**config.mk**
```make
export PLATFORM = sky130hd
export DESIGN_NAME = light_phase_scheduler
export DESIGN_NICKNAME = d
export VERILOG_FILES = /design/src/rtl/light_phase_scheduler.sv
export SDC_FILE = /design/constraint.sdc
export NUM_CORES = 1
export LEC_CHECK = 0
export ABC_AREA = 1
export ABC_CLOCK_PERIOD_IN_PS = 2200
export CAP_MARGIN = 20
export CORE_ASPECT_RATIO = 0.6
export CORE_UTILIZATION = 59
export DETAILED_ROUTE_END_ITERATION = 8
export HOLD_SLACK_MARGIN = 0.03
export PLACE_DENSITY = 0.89
export SYNTH_ARGS = -nofsm -noshare
export SYNTH_HDL_FRONTEND = slang
export SYNTH_SLANG_ARGS = --single-unit
```
**constraint.sdc**
```tcl
create_clock -name clk -period 2.2 [get_ports clk]
set_input_delay 0.22 -clock clk [delete_from_list [all_inputs] [get_ports clk]]
set_output_delay 0.22 -clock clk [all_outputs]
set_load 0.01 [all_outputs]
```
**src/rtl/light_phase_scheduler.sv**
```systemverilog
// Intersection phase scheduler: tick prescaler, phase FSM, request latches and registered lamp drive.
// Define PREEMPT_EN to add the emergency main-road preemption input.
//
// state  | meaning
// MAIN_G | main road green, side red; holds past MAIN_MIN until a request is pending
// MAIN_Y | main road yellow; picks SIDE_G, WALK or MAIN_G at exit
// SIDE_G | side road green; one SIDE_TIME extension while sensor stays high
// SIDE_Y | side road yellow, then back to MAIN_G
// WALK   | both roads red, pedestrian walk lamp on
module light_phase_scheduler #(
   parameter int TICK_DIV  = 25000000,
   parameter int MAIN_MIN  = 10,
   parameter int SIDE_TIME = 5,
   parameter int WALK_TIME = 6,
   parameter int YEL_TIME  = 2
) (
   input  logic       clk,
   input  logic       rst,
   input  logic       sensor,
   input  logic       walk_button,
`ifdef PREEMPT_EN
   input  logic       preempt,
`endif
   output logic       main_green,
   output logic       main_yellow,
   output logic       main_red,
   output logic       side_green,
   output logic       side_yellow,
   output logic       side_red,
   output logic       walk_light,
   output logic       tick,
   output logic [2:0] phase
);

   localparam int T_A   = (MAIN_MIN > SIDE_TIME) ? MAIN_MIN : SIDE_TIME;
   localparam int T_B   = (WALK_TIME > YEL_TIME) ? WALK_TIME : YEL_TIME;
   localparam int T_MAX = (T_A > T_B) ? T_A : T_B;
   localparam int TW    = $clog2(T_MAX + 1);
   localparam int CW    = $clog2(TICK_DIV);

   localparam logic [CW-1:0] CNT_LAST = CW'(TICK_DIV - 1);
   localparam logic [CW-1:0] CNT_PRE  = CW'(TICK_DIV - 2);
   localparam logic [TW-1:0] T_MAIN   = TW'(MAIN_MIN);
   localparam logic [TW-1:0] T_SIDE   = TW'(SIDE_TIME);
   localparam logic [TW-1:0] T_WALK   = TW'(WALK_TIME);
   localparam logic [TW-1:0] T_YEL    = TW'(YEL_TIME);
   localparam logic [TW-1:0] T_ONE    = TW'(1);

   // lamp vector order: main g/y/r, side g/y/r, walk
   localparam logic [6:0] LAMPS_RST = 7'b100_001_0;

   typedef enum logic [2:0] {
      MAIN_G = 3'd0,
      MAIN_Y = 3'd1,
      SIDE_G = 3'd2,
      SIDE_Y = 3'd3,
      WALK   = 3'd4
   } state_t;

   state_t        state, state_d;
   logic [TW-1:0] timer, timer_d;
   logic [CW-1:0] cnt;
   logic          ext_used, ext_d;
   logic          last_walk, last_d;
   logic          side_req, walk_req;
   logic          enter_side, enter_walk;
   logic          expire;
   logic          pre;
   logic [6:0]    lamps_d;

`ifdef PREEMPT_EN
   assign pre = preempt;
`else
   assign pre = 1'b0;
`endif

   // tick is registered one count early so it is high exactly while cnt == TICK_DIV-1
   always_ff @(posedge clk or posedge rst) begin
      if (rst) begin
         cnt  <= '0;
         tick <= 1'b0;
      end else begin
         cnt  <= (cnt == CNT_LAST) ? '0 : cnt + 1'b1;
         tick <= (cnt == CNT_PRE);
      end
   end

   always_ff @(posedge clk or posedge rst) begin
      if (rst) begin
         state     <= MAIN_G;
         timer     <= T_MAIN;
         ext_used  <= 1'b0;
         last_walk <= 1'b1;
         side_req  <= 1'b0;
         walk_req  <= 1'b0;
         {main_green, main_yellow, main_red, side_green, side_yellow, side_red, walk_light} <= LAMPS_RST;
      end else begin
         state     <= state_d;
         timer     <= timer_d;
         ext_used  <= ext_d;
         last_walk <= last_d;
         side_req  <= sensor | (side_req & ~enter_side);
         walk_req  <= walk_button | (walk_req & ~enter_walk);
         {main_green, main_yellow, main_red, side_green, side_yellow, side_red, walk_light} <= lamps_d;
      end
   end

   always_comb begin
      state_d = state;
      timer_d = timer;
      ext_d   = ext_used;
      last_d  = last_walk;
      expire  = tick && (timer == T_ONE);
      case (state)
         MAIN_G: begin
            // past the minimum the timer parks at 1 until a request shows up
            if (tick && (timer != T_ONE)) begin
               timer_d = timer - 1'b1;
            end else if (expire && (side_req || walk_req) && !pre) begin
               state_d = MAIN_Y;
               timer_d = T_YEL;
            end
         end
         MAIN_Y: begin
            if (expire) begin
               if (pre || !(side_req || walk_req)) begin
                  state_d = MAIN_G;
                  timer_d = T_MAIN;
               end else if (side_req && (!walk_req || last_walk)) begin
                  state_d = SIDE_G;
                  timer_d = T_SIDE;
                  ext_d   = 1'b0;
                  last_d  = 1'b0;
               end else begin
                  state_d = WALK;
                  timer_d = T_WALK;
                  last_d  = 1'b1;
               end
            end else if (tick) begin
               timer_d = timer - 1'b1;
            end
         end
         SIDE_G: begin
            if (pre) begin
               state_d = SIDE_Y;
               timer_d = T_YEL;
            end else if (expire) begin
               if (sensor && !ext_used) begin
                  timer_d = T_SIDE;
                  ext_d   = 1'b1;
               end else begin
                  state_d = SIDE_Y;
                  timer_d = T_YEL;
               end
            end else if (tick) begin
               timer_d = timer - 1'b1;
            end
         end
         SIDE_Y: begin
            if (expire) begin
               state_d = MAIN_G;
               timer_d = T_MAIN;
            end else if (tick) begin
               timer_d = timer - 1'b1;
            end
         end
         WALK: begin
            if (pre || expire) begin
               state_d = MAIN_G;
               timer_d = T_MAIN;
            end else if (tick) begin
               timer_d = timer - 1'b1;
            end
         end
         default: begin
            state_d = MAIN_G;
            timer_d = T_MAIN;
         end
      endcase

      enter_side = (state_d == SIDE_G) && (state != SIDE_G);
      enter_walk = (state_d == WALK) && (state != WALK);

      // lamps follow the next state so they change on the same edge as the phase
      case (state_d)
         MAIN_G:  lamps_d = 7'b100_001_0;
         MAIN_Y:  lamps_d = 7'b010_001_0;
         SIDE_G:  lamps_d = 7'b001_100_0;
         SIDE_Y:  lamps_d = 7'b001_010_0;
         WALK:    lamps_d = 7'b001_001_1;
         default: lamps_d = LAMPS_RST;
      endcase
   end

   assign phase = state;

endmodule

```
Word level (Yosys, flattened, before mapping):

Index checks and enable logic that the tools add are counted.

* latch bits: 0
* memories kept: 0
* logic and storage cells: 87
* memory bits (read-only): 0
* bits in registers: 44
* input bits: 4
* memory bits (writable): 0
* output and inout bits: 11

* shift-type cells: 0
* muxes and demuxes: 28
* eq/ne operators: 20
* add/subtract/negate cells: 2
* reduce and logical (&&, ||, !) cells: 16
* magnitude comparators: 0
* divide/modulo/power cells: 0
* $mul: 0
* bitwise operators: 6

Operators by type and width (number)
* 25-bit equality test, second input constant: 2
* 4-bit two-way mux: 7
* 7-bit case mux with 4 select lines: 1
* 3-bit two-way mux: 9
* 25-bit by 1-bit adder with 25-bit output, second input constant: 1
* 25-bit two-way mux: 1
* 4-bit case mux with 4 select lines: 1
* 3-bit by 2-bit equality test with 1-bit output, second input constant: 4
* 3-bit case mux with 4 select lines: 1
* 2-bit != test, second input constant: 5
* 1-bit logical AND: 7
* 3-bit by 1-bit equality test with 1-bit output, second input constant: 2
* 3-bit equality test, second input constant: 2
* 1-bit two-way mux: 6
* 3-bit != test, second input constant: 2
* 6-bit AND reduction: 1
* 4-bit by 1-bit equality test with 1-bit output, second input constant: 1
* 4-bit by 1-bit != test with 1-bit output, second input constant: 1
* 4-bit by 1-bit subtractor with 4-bit output, second input constant: 1
* 3-bit logical NOT: 1
* 3-bit by 2-bit != test with 1-bit output, second input constant: 1
* 3-bit AND reduction: 1
* 1-bit bitwise AND: 2
* 1-bit logical NOT: 2
* 7 further kinds: 10

Depth between registers and ports, before layout:

Gate-level depths: netlist of the first run.

* depth in word-level cells: 12
* depth in mapped cells: 10
* gate-level depth less buffers: 10

Worst setup path before layout of the first run:

Ideal clock, no wire load.

* kind: register to register
* from: register timer[1]
* to: register side_green
* path buffers: 0
* slack: 697 ps
* stages on the path, launching flop included: 8
* period minus slack after synthesis: 1503 ps
* arrival time: 1430 ps
* library setup time: 73 ps
* data required time: 2127 ps
* cells stage by stage: dfstp_2 > inv_1 > ha_1 > nand3_2 > nor2_1 > o21ai_0 > nand4_1 > nor2_1

* longest elaborated chain between the ends: 8
* elaborated cells between the ends (all ways): 16
* classes of those cells: 6 x eq/ne; 7 x mux; 3 x reduce/logical

RTL lines
* start: declaration: RTL line 61 `logic [TW-1:0] timer, timer_d;`
* start signal: assignment: RTL line 99 `timer <= timer_d;`
* 4-bit by 1-bit equality test with 1-bit output: RTL line 113 `expire = tick && (timer == T_ONE);`
* 1-bit logical AND: RTL line 113
* 1-bit logical AND: RTL line 119 `end else if (expire && (side_req || walk_req) && !pre) begin`
* 3-bit two-way mux: RTL line 119
* 3-bit two-way mux: RTL line 117 `if (tick && (timer != T_ONE)) begin`
* 3-bit case mux with 4 select lines (*): RTL line 114 `case (state)`
* net state_d[0]: RTL line 60 `state_t state, state_d;`
* 3-bit equality test (tied with other cells): RTL line 185 `case (state_d)`
* 7-bit case mux with 4 select lines (*): RTL line 185
* net lamps_d[3]: RTL line 69 `logic [6:0] lamps_d;`
* end signal: assignment: RTL line 104 `{main_green, main_yellow, main_red, side_green, side_yellow, side_red, walk_light} <= lamps_d;`
* end: declaration: RTL line 27 `output logic side_green,`

The timed path passes the listed nets; every way through them passes the cells marked *.
A chain may end at the register's enable or synchronous reset.

Final worst setup path of the first run:

Ends and elaborated chain as after synthesis.

==> results.sh, run 1 <==
export IMPL_via_per_inst=5.46
export IMPL_drtAntennaViolNets=0
export IMPL_final_max_slew_violation_count=0
export IMPL_grt_setup_unrepaired="false"
export IMPL_yosysSeqAreaShare=0.447
export IMPL_syn_num_nets=336
export IMPL_grt_util_met1=0.496
export IMPL_worst_path_dominant_cell_family="simple AND/OR/NAND/NOR gates"
export IMPL_result_of_the_run="complete, no violations"
export IMPL_cts_hold_buffers_added=0
export IMPL_path_class="reg2reg"
export IMPL_critPathRequiredTime_ns=2.42
export IMPL_vias=2166
export IMPL_cts_sinks=44
export IMPL_layout_cells_most_common="sky130_fd_sc_hd__nand2_1"
export IMPL_slew_limit_headroom=0.584
export IMPL_setup_violations_final=0
export IMPL_leakagePower_uw=0.00130
export IMPL_final_period_utilization=0.833
export IMPL_clkSlewWorstSetupHoldPaths_ns=0.08
export IMPL_cts_inserted_buffers=5
export IMPL_synth_avg_cell_area_um2=7.55
export IMPL_layout_nets=357
export IMPL_post_synth_num_cell_types=27
export IMPL_asyncSetResetFlopFracSynth=1.00
export IMPL_finalCoreUtilization=0.725
export IMPL_mappedNetlistArea_um2=2480
export IMPL_critPathMaxFanout=9
export IMPL_layout_cells_most_common_list="sky130_fd_sc_hd__nand2_1, sky130_fd_sc_hd__nor2_1, sky130_fd_sc_hd__inv_1, sky130_fd_sc_hd__dfrtp_1, sky130_fd_sc_hd__nand3_1"
export IMPL_antenna_found_initial=0
export IMPL_cp_end_kind="flop"
export IMPL_cts_repair_resized=0
export IMPL_worst_skew_pair_latency_ns=0.29
export IMPL_via_count_of_the_first_global_routing_pass=1968
export IMPL_grtUsageTotal=0.310
export IMPL_hpwlAfterDp_um=4870
export IMPL_antenna_cells=0
export IMPL_worstPathBufferInverterCount=1
export IMPL_gpl_final_weighted_congestion=1.00
export IMPL_die_area_um2=4470
export IMPL_gr_total_overflow=0
export IMPL_final_seq_area_um2=1110
export IMPL_synth_edf_count=0
export IMPL_hold_path_class="in2async"
export IMPL_setup_tns_final_ns=0
export IMPL_placeableCoreArea_um2=3830
export IMPL_fmaxAchievable_mhz=545
export IMPL_synthFlopType="sky130_fd_sc_hd__dfrtp_1"
export IMPL_initial_utilization=0.647
export IMPL_multi_input_area_um2=1180
export IMPL_drt_iter0_markers=224
export IMPL_cts_root_buffer="sky130_fd_sc_hd__clkbuf_8"
export IMPL_ctsHtreeMaxLevel=2
export IMPL_dieHeight_um=52.2
export IMPL_total_power_uw=1360
export IMPL_report_final_hold_viol_count=0
export IMPL_grt_max_degree=28
export IMPL_drt_pre_antenna_iters=5
export IMPL_synthesis_instances=328
export IMPL_clk_path_buf_depth=2
export IMPL_ys_seq_elements=44
export IMPL_grtUsageMet2=0.365
export IMPL_n_fill_cell=325
export IMPL_flow_area_growth_from_synthesis_pct=12.1
export IMPL_post_route_drc_count=0
export IMPL_worst_slew_pin_transition_ns=0.618
export IMPL_critical_path_arrival_ns=2.06
export IMPL_tritoncts="done"
export IMPL_synth_warning_count=0
export IMPL_post_cts_setup_buffer_count=0
export IMPL_maxCapViolCount=0
export IMPL_crit_path_top_delay_cell="sky130_fd_sc_hd__dfstp_2"
export IMPL_drt_wirelength_per_cell_um=15.4
export IMPL_cpMostUsedCell="sky130_fd_sc_hd__nor2_1"
export IMPL_drive_above_1_share=0.0829
export IMPL_critical_path_max_stage_delay_ns=0.55
export IMPL_critical_path_startpoint_type="flop"
export IMPL_grt_pass1_wl_um=9910
export IMPL_grtUsageMet3=0.139
export IMPL_die_x_um=85.6
export IMPL_routed_wirelength_um=6100
export IMPL_port_buffers=14
export IMPL_busiest_grt_layer="met1"
export IMPL_peakVddDrop_v=0.000379
export IMPL_clock_skew_ns=0.00509
export IMPL_floorplan_io_pins=15
export IMPL_timing_final_crit_period_ns=1.83
export IMPL_crit_path_cell_trace="inv_1 -> ha_1 -> nand3_2 -> nor2_1 -> o21ai_0 -> nand4_1 -> nor2_1"
export IMPL_std_cell_rows=17
export IMPL_power_density_nw_per_um2=489
==> power by group <==
part	switching (µW)	leakage (µW)	internal, µW	total, µW
clock network	267	0.0000455	256	524
logic	17.0	0.000705	9.64	26.6
registers	0.0000000000000415	0.000546	808	808
total	284	0.00130	1070	1360
==> synthesized netlist by cell type, types with 2 or more instances <==
library cell               number  area, µm²
sky130_fd_sc_hd__nand3_1       22        110
sky130_fd_sc_hd__nand3b_1       2       15.0
sky130_fd_sc_hd__nor4_1         2       12.5
sky130_fd_sc_hd__nor2_2         4       25.0
sky130_fd_sc_hd__xor2_1         9       78.8
sky130_fd_sc_hd__nor3_1        15       75.1
sky130_fd_sc_hd__nor2_1        56        210
sky130_fd_sc_hd__nand2_2        4       25.0
sky130_fd_sc_hd__inv_2          2       7.51
sky130_fd_sc_hd__xnor2_1        8       70.1
sky130_fd_sc_hd__dfrtp_1       39        976
sky130_fd_sc_hd__dfstp_2        5        131
sky130_fd_sc_hd__nor2_4         2       22.5
sky130_fd_sc_hd__nand2_1       78        293
sky130_fd_sc_hd__nand3_2        2       20.0
sky130_fd_sc_hd__a21oi_1        5       25.0
sky130_fd_sc_hd__o21ai_0       11       55.1
sky130_fd_sc_hd__inv_1         45        169
sky130_fd_sc_hd__ha_1           4       50.1
sky130_fd_sc_hd__nand4_1        6       37.5
==> through the flow <==
| stage | hold WS (ns) | setup WS (ns) | std cells | cell area, µm² |
|---|---|---|---|---|
| 3_5_place_dp | 0.449 | 0.422 | 389 | 2690 |
| 2_1_floorplan | 0.312 | 0.697 | 328 | 2480 |
| 3_3_place_gp | 0.444 | 0.448 | 389 | 2690 |
| 4_1_cts | 0.128 | 0.408 | 397 | 2780 |
| 5_1_grt | 0.156 | 0.275 | 397 | 2780 |
| 6_report | 0.130 | 0.367 | 397 | 2780 |
==> logic make-up after synthesis <==
logic type	share of synthesized area
simple gates	0.356
xor+xnor	0.0601
flops	0.447
compound gates	0.0384
buf+inv	0.0778
fa+ha+maj	0.0202
==> layer usage <==
layer | share of wire | up-vias
met1 | 0.51 | 950
met3 | 0.15 | 5
met4 | 0.0052 | 0
li1 | - | 1079
met5 | 0 | -
met2 | 0.34 | 132
==> final cells by class <==
| class | instances | share of cell area |
|---|---|---|
| multi-input combinational | 235 | 0.424 |
| sequential | 44 | 0.399 |
| inverter | 47 | 0.0635 |
| timing repair buffer | 16 | 0.0604 |
| clock buffer | 8 | 0.0324 |
| tap | 47 | 0.0212 |
==> sequential cells by signal (all words and copies together) (netlist names) <==
register,count
timer,4
phase,3
tick,1
last_walk,1
main_yellow,1
walk_req,1
side_yellow,1
cnt,25
main_green,1
side_red,1
walk_light,1
ext_used,1
side_req,1
main_red,1
side_green,1
==> worst paths after layout <==
path	from	to	slack [ns]	cells past startpoint
max in group asynchronous	rst	main_green$_DFF_PP1_	1.59	3
worst max register to register	timer[1]$_DFFE_PP1P_	side_green$_DFF_PP0_	0.37	7
min in group clk	walk_button	walk_req$_DFF_PP0_	0.49	2
worst min register to register	last_walk$_DFFE_PP1P_	last_walk$_DFFE_PP1P_	0.50	2
worst max-delay path	timer[1]$_DFFE_PP1P_	side_green$_DFF_PP0_	0.37	7
worst min-delay path	rst	cnt[5]$_DFF_PP0_	0.13	2
(Power assumes the default switching activity.)
==> inputs of run 2 (changes only) <==
--- a/config.mk
+++ b/config.mk
@@ -6,13 +6,13 @@
 export NUM_CORES = 1
 export LEC_CHECK = 0
 export ABC_AREA = 1
-export ABC_CLOCK_PERIOD_IN_PS = 2200
+export ABC_CLOCK_PERIOD_IN_PS = 1550
 export CAP_MARGIN = 20
 export CORE_ASPECT_RATIO = 0.6
-export CORE_UTILIZATION = 59
+export CORE_UTILIZATION = 53
 export DETAILED_ROUTE_END_ITERATION = 8
 export HOLD_SLACK_MARGIN = 0.03
-export PLACE_DENSITY = 0.89
+export PLACE_DENSITY = 0.85
 export SYNTH_ARGS = -nofsm -noshare
 export SYNTH_HDL_FRONTEND = slang
 export SYNTH_SLANG_ARGS = --single-unit
==> constraint.sdc (replaced) <==
create_clock -name clk -period 1.55 [get_ports clk]
set_input_delay 0.155 -clock clk [delete_from_list [all_inputs] [get_ports clk]]
set_output_delay 0.155 -clock clk [all_outputs]
set_load 0.01 [all_outputs]
==> run 2 against run 1 <==
Non-clock buffer count is 22 higher. Critical endpoint is now timer[1]$_DFFE_PP1P_. Largest power group unchanged. Critical path type unchanged. Clock skew is 0.0036 ns higher. Maximum frequency is 21% higher. Via count is 9.3% higher. Largest cell class unchanged.
==> results.sh, run 2 (synthesis gave the netlist of run 1 again) <==
export IMPL_cp_end_kind="flop"
export IMPL_reg2reg_slack_ns=0.04
export IMPL_routed_wirelength_um=6640
export IMPL_layout_nets=379
export IMPL_port_buffers=14
export IMPL_worst_slew_pin_transition_ns=0.366
export IMPL_cts_hold_buffers_added=0
export IMPL_gpl_final_weighted_congestion=0.969
export IMPL_power_density_nw_per_um2=660
export IMPL_report_final_hold_viol_count=0
export IMPL_layout_cells_most_common="sky130_fd_sc_hd__nand2_1"
export IMPL_grtUsageTotal=0.283
export IMPL_result_of_the_run="complete, no violations"
export IMPL_tritoncts="done"
export IMPL_drt_pre_antenna_iters=5
export IMPL_final_area_um2=3100
export IMPL_via_per_inst=5.48
export IMPL_peakVddDrop_v=0.000712
export IMPL_timing_final_crit_period_ns=1.51
export IMPL_gr_total_overflow=0
export IMPL_cts_sinks=44
export IMPL_floorplan_io_pins=15
export IMPL_number_of_flip_flops_in_the_largest_register=25
export IMPL_largest_register="cnt"
export IMPL_critical_path_arrival_ns=1.73
export IMPL_critPathMaxFanout=4
export IMPL_ctsHtreeMaxLevel=2
export IMPL_via_count_of_the_first_global_routing_pass=2107
export IMPL_critPathRequiredTime_ns=1.77
export IMPL_clkSlewWorstSetupHoldPaths_ns=0.08
export IMPL_drt_wirelength_per_cell_um=15.4
export IMPL_layout_cells_most_common_list="sky130_fd_sc_hd__nand2_1, sky130_fd_sc_hd__nor2_1, sky130_fd_sc_hd__inv_1, sky130_fd_sc_hd__dfrtp_1, sky130_fd_sc_hd__nand3_1"
export IMPL_hpwlAfterDp_um=4850
export IMPL_clk_path_buf_depth=2
export IMPL_antenna_found_initial=0
export IMPL_cts_inserted_buffers=5
export IMPL_placed_instance_area_um2=2870
export IMPL_hold_path_class="in2async"
export IMPL_worst_skew_pair_latency_ns=0.30
export IMPL_die_x_um=90.2
export IMPL_crit_reg2reg_launch="timer[1]$_DFFE_PP1P_"
export IMPL_critical_path_startpoint_type="flop"
export IMPL_slew_limit_headroom=0.754
export IMPL_grt_setup_unrepaired="true"
export IMPL_std_cell_rows=18
export IMPL_vias=2367
export IMPL_cts_root_buffer="sky130_fd_sc_hd__clkbuf_8"
export IMPL_setup_violations_final=0
export IMPL_dieHeight_um=54.9
export IMPL_final_max_slew_violation_count=0
export IMPL_min_hold_slack_ns=0.191
export IMPL_drtAntennaViolNets=0
export IMPL_die_area_um2=4960
export IMPL_leakagePower_uw=0.00143
export IMPL_drive_above_1_share=0.204
export IMPL_origin_of_the_worst_setup_path="timer[1]$_DFFE_PP1P_"
export IMPL_clock_skew_ns=0.00866
export IMPL_flow_area_growth_from_synthesis_pct=25.3
export IMPL_path_class="reg2reg"
export IMPL_maxCapViolCount=0
export IMPL_drt_iter0_markers=211
export IMPL_initial_utilization=0.576
export IMPL_final_period_utilization=0.975
export IMPL_antenna_cells=0
export IMPL_worstRegToRegCells=10
export IMPL_fmaxAchievable_mhz=662
export IMPL_worst_setup_path_endpoint="timer[1]$_DFFE_PP1P_"
export IMPL_placeableCoreArea_um2=4300
export IMPL_grt_pass1_wl_um=10200
export IMPL_grt_max_degree=45
export IMPL_reg2reg_to="timer[1]$_DFFE_PP1P_"
export IMPL_post_route_drc_count=0
-- run 2: critical path: stages, from the launching register on --
cell and delay [ns]:
sky130_fd_sc_hd__dfstp_2 0.56, sky130_fd_sc_hd__inv_4 0.05, sky130_fd_sc_hd__ha_4 0.17, sky130_fd_sc_hd__nand2_2 0.08
sky130_fd_sc_hd__nor2_2 0.04, sky130_fd_sc_hd__nand2_1 0.08, sky130_fd_sc_hd__buf_4 0.12, sky130_fd_sc_hd__nand3_2 0.08
sky130_fd_sc_hd__nand2_1 0.08, sky130_fd_sc_hd__nor2_1 0.04, sky130_fd_sc_hd__a21oi_1 0.13
-- run 2: layer usage --
| layer | vias up | global-route usage | share of wire |
|---|---|---|---|
| li1 | 1118 | - | - |
| met1 | 1119 | 0.409 | 0.47 |
| met2 | 120 | 0.402 | 0.41 |
| met3 | 10 | 0.105 | 0.11 |
| met4 | 0 | 0.0672 | 0.011 |
| met5 | - | 0 | 0 |
-- run 2: timing repair --
item                                    4_1_cts  5_1_grt
endpoints found under the setup margin        9       27
gates cloned                                  0        0
pin swaps                                     1       10
resized for setup                             4       30
buffers inserted                              0        3
-- run 2: area by class of cell --
| cell class | instances | area, µm² |
|---|---|---|
| timing repair buffer | 38 | 353 |
| tap | 60 | 75.1 |
| clock buffer | 6 | 72.6 |
| sequential | 44 | 1110 |
| fill | 328 | 1200 |
| multi-input combinational | 235 | 1280 |
| inverter | 47 | 179 |
| clock inverter | 2 | 35.0 |
-- run 2: through the flow --
step           instances  setup WS [ns]  utilization   TNS, ns  total power [µW]
4_1_cts              430       -0.00796        0.693  -0.00796              2050
5_1_grt              432        -0.0334        0.721    -0.310              2110
3_3_place_gp         422        -0.0579        0.666    -0.114              1210
3_5_place_dp         422         -0.117        0.666    -0.396              1210
2_1_floorplan        328         0.0470            -         0              1190
6_report             432         0.0391        0.721         0              2050
-- run 2: report_power, final --
| group | switching (µW) | internal, µW |
|---|---|---|
| logic | 23.5 | 12.3 |
| registers | 0.0000000000000625 | 1150 |
| clock network | 384 | 479 |
-- run 2: worst min-delay path by stage --
stage | slack, ns | end | startpoint | cells after the start
after floorplan | 0.25 | walk_req$_DFF_PP0_ | walk_button | 1
after global placement | 0.46 | last_walk$_DFFE_PP1P_ | last_walk$_DFFE_PP1P_ | 2
after CTS | 0.20 | cnt[0]$_DFF_PP0_ | rst | 3
after detailed placement | 0.47 | last_walk$_DFFE_PP1P_ | last_walk$_DFFE_PP1P_ | 2
after global routing | 0.21 | timer[0]$_DFFE_PP0P_ | rst | 3
final | 0.19 | cnt[0]$_DFF_PP0_ | rst | 3
